===== config.mk =====
export PLATFORM = sky130hd
export DESIGN_NAME = pgr_baud_gen
export DESIGN_NICKNAME = d
export VERILOG_FILES = /design/src/rtl/pgr_baud_pkg.sv /design/src/rtl/pgr_frac_acc.sv /design/src/rtl/pgr_baud_gen.sv
export SDC_FILE = /design/constraint.sdc
export NUM_CORES = 1
export LEC_CHECK = 0
export ABC_CLOCK_PERIOD_IN_PS = 3100
export BUFFER_PORTS_ARGS = -buffer_cell sky130_fd_sc_hd__buf_2
export CAP_MARGIN = 15
export CORE_AREA = 2 2 82 84
export CTS_BUF_LIST = sky130_fd_sc_hd__clkbuf_16
export CTS_CLUSTER_DIAMETER = 50
export DETAILED_ROUTE_END_ITERATION = 7
export DIE_AREA = 0 0 84 86
export GPL_ROUTABILITY_DRIVEN = 0
export PLACE_DENSITY = 0.71
export SLEW_MARGIN = 5
export SYNTH_ARGS = -nofsm -noshare
export SYNTH_HDL_FRONTEND = slang
export SYNTH_SLANG_ARGS = --single-unit

===== constraint.sdc =====
create_clock -name clk -period 3.1 [get_ports clk]
set_clock_uncertainty 0.1 [all_clocks]
set_input_delay 0.31 -clock clk [delete_from_list [all_inputs] [get_ports clk]]
set_output_delay 0.31 -clock clk [all_outputs]
set_load 0.05 [all_outputs]

===== src/rtl/pgr_baud_pkg.sv =====
// Shared constants and helpers for the programmable baud/oversample generator.
package pgr_baud_pkg;

  localparam int unsigned CNT_W_DEF  = 16;
  localparam int unsigned FRAC_W_DEF = 4;
  localparam int unsigned OVS_DEF    = 16;

  // Width of the phase index; at least one bit even when OVS is 1.
  function automatic int unsigned phase_width(input int unsigned ovs);
    return (ovs > 1) ? $clog2(ovs) : 1;
  endfunction

endpackage


===== src/rtl/pgr_frac_acc.sv =====
// Fractional period accumulator: adds the fraction once per period and
// requests a one-cycle stretch of the following period on carry out.
module pgr_frac_acc #(
  parameter int unsigned FRAC_W = 4
) (
  input  logic              clk,
  input  logic              rst,
  input  logic              clr,
  input  logic              step,
  input  logic [FRAC_W-1:0] frac,
  output logic              ext
);

  logic [FRAC_W-1:0] acc;
  logic [FRAC_W:0]   sum_c;

  assign sum_c = {1'b0, acc} + {1'b0, frac};

  always_ff @(posedge clk) begin
    if (rst || clr) begin
      acc <= '0;
      ext <= 1'b0;
    end else if (step) begin
      acc <= sum_c[FRAC_W-1:0];
      ext <= sum_c[FRAC_W];
    end
  end

endmodule


===== src/rtl/pgr_baud_gen.sv =====
// Fractional-N baud generator: os_tick every div+1(+1 on fraction carry)
// cycles, bit_tick once per OVS os_ticks, with phase restart on sync_clr.
module pgr_baud_gen
  import pgr_baud_pkg::*;
#(
  parameter int unsigned CNT_W  = CNT_W_DEF,
  parameter int unsigned FRAC_W = FRAC_W_DEF,
  parameter int unsigned OVS    = OVS_DEF,
  localparam int unsigned PH_W  = phase_width(OVS)
) (
  input  logic              clk,
  input  logic              rst,
  input  logic              en,
  input  logic              sync_clr,
  input  logic [CNT_W-1:0]  clk_div,
  input  logic [FRAC_W-1:0] clk_frac,
  output logic              os_tick,
  output logic              bit_tick,
  output logic [PH_W-1:0]   phase
);

  localparam int unsigned CW1 = CNT_W + 1;

  logic [CNT_W-1:0]  div_q;
  logic [FRAC_W-1:0] frac_q;
  logic [CW1-1:0]    cnt;
  logic              ext;
  logic              term_c;
  logic              phase_last_c;
  logic              acc_step_c;

  // One bit wider than div_q so a maximal divider plus stretch cannot wrap.
  assign term_c       = (cnt == ({1'b0, div_q} + CW1'(ext)));
  assign phase_last_c = (phase == PH_W'(OVS - 1));
  assign acc_step_c   = en && term_c && !sync_clr;

  pgr_frac_acc #(
    .FRAC_W (FRAC_W)
  ) u_frac_acc (
    .clk  (clk),
    .rst  (rst),
    .clr  (sync_clr),
    .step (acc_step_c),
    .frac (frac_q),
    .ext  (ext)
  );

  always_ff @(posedge clk) begin
    if (rst || sync_clr) begin
      cnt      <= '0;
      phase    <= '0;
      os_tick  <= 1'b0;
      bit_tick <= 1'b0;
      div_q    <= clk_div;
      frac_q   <= clk_frac;
    end else if (!en) begin
      os_tick  <= 1'b0;
      bit_tick <= 1'b0;
    end else if (term_c) begin
      // Period boundary: tick, advance phase, pick up the next period setting.
      cnt      <= '0;
      os_tick  <= 1'b1;
      bit_tick <= phase_last_c;
      phase    <= phase_last_c ? '0 : phase + PH_W'(1);
      div_q    <= clk_div;
      frac_q   <= clk_frac;
    end else begin
      cnt      <= cnt + CW1'(1);
      os_tick  <= 1'b0;
      bit_tick <= 1'b0;
    end
  end

endmodule

After elaboration in Yosys (flattened, before gate mapping) --
Index checks and enable logic that the tools add are counted.
Storage, ports and cells: flip-flop bits (word level) 48, input bits 24, output and inout bits 6, word-level logic and storage cells 35
Cells by class: add/subtract/negate cells 4, equality and inequality tests 2, muxes and demuxes 9, bitwise logic cells 2, reduce and logical (&&, ||, !) cells 10
Operators with widths (number):
- 2-to-1 mux 16 bit | 3
- adder 16 x 1 -> 17 bit | 1
- adder 17 x 1 -> 17 bit (second input constant) | 1
- == test 17 bit | 1
- 2-to-1 mux 17 bit | 1
- 2-to-1 mux 4 bit | 4
- adder 4 x 4 -> 5 bit | 1
- adder 4 x 1 -> 4 bit (second input constant) | 1
- == test 4 bit (second input constant) | 1
- AND reduction 2 bit | 2
- nonzero test 2 bit | 2
- OR reduction 3 bit | 1
- logical AND 1 bit | 2
- NOT 1 bit | 2
- OR reduction 2 bit | 1
- zero test 1 bit | 1
- logical OR 1 bit | 1
- 2-to-1 mux 1 bit | 1

Depth between registers and ports, before layout --
Gate-level depths: netlist (run 1).
word-level depth 5, mapped depth 11, gate-level depth less buffers 9

Cells and area by module --
Synthesis (run 1) repeated with hierarchy kept, for this count alone.
Unflattened totals: cell total of the unflattened synthesis 275, area, all modules 2712.6 sq um
By module, submodules not included:
- pgr_baud_gen | times used 1, cells an instance 240, area an instance 2379.8 sq um, sequential area each 1061.0 sq um
- pgr_frac_acc | times used 1, cells an instance 35, area an instance 332.8 sq um, sequential area each 100.1 sq um

Worst setup path before layout (run 1) --
OpenSTA, ideal clock, no wires.
path kind reg-to-reg, start register div_q[0], end register div_q[0], enable pin, library setup time 310 ps, arrival 2645 ps, data required time 2690 ps, slack 45 ps, cell stages (with the launch flop) 11, path buffers 2, period minus slack after synthesis 3055 ps, cell sequence edfxtp_1 -> ha_1 -> ha_1 -> nand4_1 -> nor4_1 -> xor2_1 -> a2111o_1 -> nor4_4 -> nand2b_1 -> buf_6 -> buf_8
On the way: word-level cells in the longest chain between the ends 4
Ends and longest elaborated chain:
- start: declaration | line pgr_baud_gen.sv:24 | logic [CNT_W-1:0] div_q;
- start signal: assignment | line pgr_baud_gen.sv:54 | div_q <= clk_div;
- start signal: assignment | line pgr_baud_gen.sv:65 | div_q <= clk_div;
- adder 16 x 1 -> 17 bit | line pgr_baud_gen.sv:33 | assign term_c = (cnt == ({1'b0, div_q} + CW1'(ext)));
- == test 17 bit | line pgr_baud_gen.sv:33
- nonzero test 2 bit (no line)
- AND reduction 2 bit (no line)
Every way passes these cells. A chain may end at the register's enable or synchronous reset.

Worst setup path after layout (run 1) --
start register div_q[0], end register frac_q[2], enable pin
On the way: word-level cells in the longest chain between the ends 4
Ends and longest elaborated chain:
- adder 16 x 1 -> 17 bit | line pgr_baud_gen.sv:33
- == test 17 bit | line pgr_baud_gen.sv:33
- nonzero test 2 bit (no line)
- AND reduction 2 bit (no line)
- end signal: assignment | line pgr_baud_gen.sv:55 | frac_q <= clk_frac;
- end signal: assignment | line pgr_baud_gen.sv:66 | frac_q <= clk_frac;
- end: declaration | line pgr_baud_gen.sv:25 | logic [FRAC_W-1:0] frac_q;
Every way passes these cells.

==> impl_metrics.toml, run 1 <==
[outcome]
status = "finished, final reports clean"

[worst_setup_path]
required_ps = 3000
cp-end-kind = "flip-flop"
crit_arrival_ps = 2820
cp_max_fo = 18
start_kind = "flip-flop"
r2r_slack_ps = 180
path_class = "reg2reg"

[pwr]
power_leakage_nw = 1.11
cellPowerDensity_nw_per_um2 = 486
totalPowerFinal_mw = 1.42
ir_drop_uv = 356

[routing]
drt-total-wl_microns = 4900
first_pass_iters = 4
drc = 0
vias = 1885
drt-initial-drc-count = 94
ant_nets = 0
vias_per_cell = 5.34
route.detailed.wl_per_inst_microns = 13.9

[floorplanning]
core_sq_um = 6280
fp.dieW_microns = 84
num_rows = 29
start_util = 0.397
die_y_microns = 86
ioPinCount = 30
die_area_sq_um = 7220

[grt]
grtUsageMet3 = 0.0279
antenna_found_initial = 0
grt_pass1_wl_microns = 7880
top_usage_layer = "met2"
grt_use_met2 = 0.227
grt_max_degree = 37
gr-usage-all-layers = 0.138
grt_overflow_total = 0
grt_pass1_vias = 1761
gr-usage-met1 = 0.170

[synthesis]
yosys.area.top_type_share = 0.241
ys_seq_elements = 48
syn_nets = 276
yosysTopAreaCell = "edfxtp_1"
ys.warnings.count = 0
synthFlopType = "dfxtp_1"
synth_area_per_cell_sq_um = 10.2
syn_area_sq_um = 2490
synthArstFlopShare = 0
synthTopCellsByArea = "edfxtp_1, dfxtp_1, xnor2_1"
synth_edf_count = 20
synthDistinctLibCells = 47
yosysSeqAreaShare = 0.466
synth_cells = 243

[placed_design]
place_inst = 344
dpl_worst_slack_ps = 104
placedInstanceArea_sq_um = 2710
port_buffers = 29
hpwl_microns = 3510

[clock_network]
cts_setup_buffers = 0
clkSinkCount = 48
postCtsResizedCells = 0
clkLatencyLatePin_ps = 290
cts_buffer_depth = 2
cts_tree = "yes"
cts_buffers = 5
clkTransAtPathRegs_ps = 60
postCtsHoldBufs = 0
cts-root-buf = "clkbuf_16"
cts_max_level = 2

[sta]
finalCritPeriodShare = 0.942
setup_tns_ps = 0
fin_crit_ps = 2920
setup_ws_ps = 181
setup_viol = 0
rsz0062_at_grt = "false"
relSlewSlack = 0.625
finalHoldViolCount = 0
slew_viol_final = 0
clock.fmax_ghz = 0.343
holdWs_ps = 94.7
worstMarginPinSlew_ps = 561

[hold_path]
hp-class = "in2reg"

[finish]
layout.cells.non_filler = 353
fin_area_sq_um = 2920
area_growth_syn_to_layout_pct = 17.1
nets = 308
n_antenna_cell = 0
fin_util = 0.465
drive_gt1_frac = 0.178

[job]
max_cap_viol_count = 0
-- cells in the mapped netlist (3+ instances only) --
master    instances
a21oi_1          10
dfxtp_1          28
edfxtp_1         20
ha_1              8
inv_1             8
mux2i_1           6
nand2_1          14
nand3_1          11
nand4_1          12
nor2_1           31
nor3_1            4
nor4_1            6
o211ai_1          3
xnor2_1          22
xor2_1           21
-- power by group --
part / leakage, nW / total, mW / internal [mW] / switching [mW]
combinational: 0.601 / 0.106 / 0.0496 / 0.0562
clock: 0.0850 / 0.593 / 0.376 / 0.217
sequential: 0.429 / 0.719 / 0.687 / 0.0321
-- path summary, 6_finish.rpt --
kind / start / to / depth (start not counted)
max: div_q[0] / frac_q[2] / 9
min: clk_div[15] / div_q[15] / 1
max reg2reg: div_q[0] / frac_q[2] / 9
min reg2reg: u_frac_acc.acc[0] / u_frac_acc.acc[0] / 2
-- worst max-delay path, stage by stage (launching register included) --
cell and delay [ps]:
edfxtp_1 370, ha_1 250, ha_1 240, and4b_1 190, or4_1 380, a21boi_0 200
o211ai_1 170, nor4_4 320, nand2b_4 210, clkbuf_16 190
-- area by class of cell --
cell class | count | area [sq um]
Clock buffer | 5 | 125
Inverter | 8 | 30.0
Timing Repair Buffer | 33 | 205
Fill cell | 566 | 3360
Multi-Input combinational cell | 179 | 1260
Tap cell | 77 | 96.3
Clock inverter | 3 | 38.8
Sequential cell | 48 | 1160
-- per-layer routing --
| metal | vias to the layer above | routed length, microns |
|---|---|---|
| met1 | 893 | 2290 |
| met4 | 0 | 155 |
| met5 | - | 0 |
| met2 | 47 | 2250 |
| li1 | 930 | - |
| met3 | 15 | 209 |
-- cell families after synthesis --
group / share of synthesized area
AND/OR/NAND/NOR: 0.196
flip-flops: 0.466
XOR/XNOR: 0.151
AO/OA/AOI/OAI: 0.0779
buffers and inverters: 0.0357
adder cells (fa/ha/maj): 0.0482
multiplexers: 0.0241
-- cells in the final DEF, fill, tap and decap left out, drive strengths merged, types with 3 or more instances in the layout --
cell,instances
nor3,4
xor2,21
mux2i,6
nor2,31
xnor2,22
nand2,14
a21oi,10
nand4,13
inv,9
ha,8
clkbuf,6
o211ai,3
edfxtp,20
dfxtp,28
nor4,8
nand3,11
buf,32
-- state kept, by name, summed over array words and instances, names as in the netlist --
signal,flops
cnt,17
div_q,16
frac_q,4
phase,4
u_frac_acc.acc,4
bit_tick,1
os_tick,1
u_frac_acc.ext,1
Power figures use the tool's default switching activity.
==> run 2, diff against run 1 <==
ABC_AREA = 1   (was unset)
ABC_CLOCK_PERIOD_IN_PS = 2400   (was 3100)
CORE_AREA = 2 2 90 92   (was 2 2 82 84)
DIE_AREA = 0 0 92 94   (was 0 0 84 86)
PLACE_DENSITY = 0.7   (was 0.71)
clock period = 2.4 ns   (was 3.1 ns; I/O delays follow)
==> impl_metrics.toml, run 2 <==
[pwr]
p_int_mw = 1.36
totalPowerFinal_mw = 1.83
switching_share = 0.256
cellPowerDensity_nw_per_um2 = 505
power_frac_comb = 0.123
switchingPower_uw = 469
p_clk_frac = 0.373
ir_drop_uv = 261
p_seq_frac = 0.504
power_leakage_nw = 1.70

[clock_network]
cts_buffers = 5
clkTransAtPathRegs_ps = 70
clkLatencyLatePin_ps = 290
cts_tree = "yes"
cts-root-buf = "clkbuf_16"
cts_max_level = 2
cts_buffer_depth = 2
clkSinkCount = 48

[synthesis]
ys.warnings.count = 0
syn_area_sq_um = 3000
synth_compound_area_frac = 0.0317
synthAdderAreaFrac = 0.0401
synth_top_family_by_area = "simple AND/OR/NAND/NOR gates"
ys_seq_elements = 48
synthTopCellsByArea = "edfxtp_1, dfxtp_1, nand2_1"
synth-simple-area-share = 0.394
yosys.area_share.xor_xnor = 0.0556
synthFlopType = "dfxtp_1"
synth_cells = 411
synth_area_per_cell_sq_um = 7.29
synthArstFlopShare = 0
yosysMostFrequentCell = "nand2_1"
synth_commonest_cells = "nand2_1, inv_1, nor2_1"
syn_nets = 444
yosysSeqAreaShare = 0.388
synth_edf_count = 20
synthDistinctLibCells = 32
yosys.area.top_type_share = 0.201
yosysTopAreaCell = "edfxtp_1"
synthMuxAreaShare = 0

[grt]
grt_max_degree = 17
antenna_found_initial = 0
grt_pass1_wl_microns = 11000
grt_pass1_vias = 2490
gr-usage-all-layers = 0.156
grt_overflow_total = 0

[worst_setup_path]
cp_max_fo = 16
critPathMaxStageDelay_ps = 420
r2r_slack_ps = 40
cp_num_buf_inv = 2
required_ps = 2300
crit_chain = "ha_4 > ha_4 > nand2_4 > buf_4 > nand2_1 > nand2_1 > nand2_1 > nor2_1 > nand3_1 > nor2_1 > nand2_1 > nor2_4 > nand3_4 > nand2_4 > buf_12"
path_class = "reg2reg"
cp_top_family = "simple AND/OR/NAND/NOR gates"
start_kind = "flip-flop"
cp-end-kind = "flip-flop"
crit_arrival_ps = 2260
timing.critical_path.mode_cell = "nand2_1"
slowest_stage = "edfxtp_1"

[sta]
clock.fmax_ghz = 0.423
finalCritPeriodShare = 0.984
worstMarginPinSlew_ps = 406
fin_crit_ps = 2360
finalHoldViolCount = 0
setup_ws_ps = 37.6
setup_viol = 0
rsz0062_at_grt = "true"
relSlewSlack = 0.726
slew_viol_final = 0

[finish]
multi_input_area_sq_um = 1620
layout_common_cells = "nand2_1, inv_1, nor2_1"
area_growth_syn_to_layout_pct = 21.1
drive_gt1_frac = 0.197
fin_util = 0.477
n_antenna_cell = 0
nets = 495
regMostFlops = "cnt"
largest_register_ffs = 17
seqCellArea_sq_um = 1160
fill_cells = 757
reg.largest.list = "cnt: 17 flops, div_q: 16 flops"
layout_commonest_cell = "nand2_1"

[routing]
ant_nets = 0
vias_per_cell = 4.67
route.detailed.wl_per_inst_microns = 11.3
first_pass_iters = 4
drt-initial-drc-count = 116
drc = 0
drt-total-wl_microns = 6370
vias = 2640

[floorplanning]
fp.dieW_microns = 92
num_rows = 32
start_util = 0.394
die_area_sq_um = 8650
core_sq_um = 7610
die_y_microns = 94
ioPinCount = 30

[outcome]
status = "finished, final reports clean"

[placed_design]
hpwl_microns = 4990
dpl_worst_slack_ps = -98.8
port_buffers = 29

[hold_path]
hp-class = "in2reg"

[job]
max_cap_viol_count = 0
[run 2: power groups by stage]
| stage | Clock (mW) | Sequential (mW) | Combinational [mW] |
|---|---|---|---|
| after global routing | 0.730 | 0.927 | 0.256 |
| final | 0.683 | 0.924 | 0.224 |
| after CTS | 0.694 | 0.923 | 0.216 |
| after detailed placement | 0 | 0.938 | 0.212 |
| after floorplan | 0 | 0.929 | 0.150 |
| after global placement | 0 | 0.938 | 0.209 |
[run 2: area by class of cell]
type	instances	area share
multi-input combinational	295	0.447
sequential	48	0.320
timing repair buffer	47	0.0907
inverter	65	0.0673
tap	102	0.0352
clock buffer	5	0.0345
clock inverter	3	0.00517
[run 2: path summary, 6_finish.rpt]
check	start	endpoint	cells after the start
max	div_q[0]	div_q[10]	15
min	clk_frac[3]	frac_q[3]	1
max reg2reg	div_q[0]	div_q[10]	15
min reg2reg	cnt[1]	cnt[1]	2
[run 2: metal layers]
metal | track usage | vias to the layer above | wire (microns)
met4 | 0.0448 | 0 | 119
met5 | 0 | - | 0
met3 | 0.0281 | 11 | 224
li1 | - | 1403 | -
met2 | 0.260 | 53 | 2960
met1 | 0.207 | 1173 | 3070
[run 2: kinds of logic (layout without fill, tap and decap cells)]
family                   Yosys count  count (layout)
AO/OA/AOI/OAI                     17              17
XOR/XNOR                          19              19
adder cells (fa/ha/maj)            9               9
buffers and inverters             68             120
flip-flops                        48              48
AND/OR/NAND/NOR                  250             250
[run 2: timing repair]
item | CTS | global route
pin swaps | 4 | 11
cloned | 0 | 0
hold buffers | 0 | 0
setup buffers | 0 | 6
resized for setup | 6 | 11
setup endpoints to repair | 41 | 47
[run 2: per-stage QoR]
| step | area, sq um | hold WS, ps | cells | setup TNS [ps] |
|---|---|---|---|---|
| floorplan | 3000 | 212 | 411 | 0 |
| global placement | 3350 | 319 | 551 | -960 |
| detailed placement | 3350 | 318 | 551 | -2390 |
| CTS | 3530 | 18.1 | 559 | 0 |
| global route | 3630 | 15.8 | 565 | -3130 |
| finish | 3630 | 22.2 | 565 | 0 |
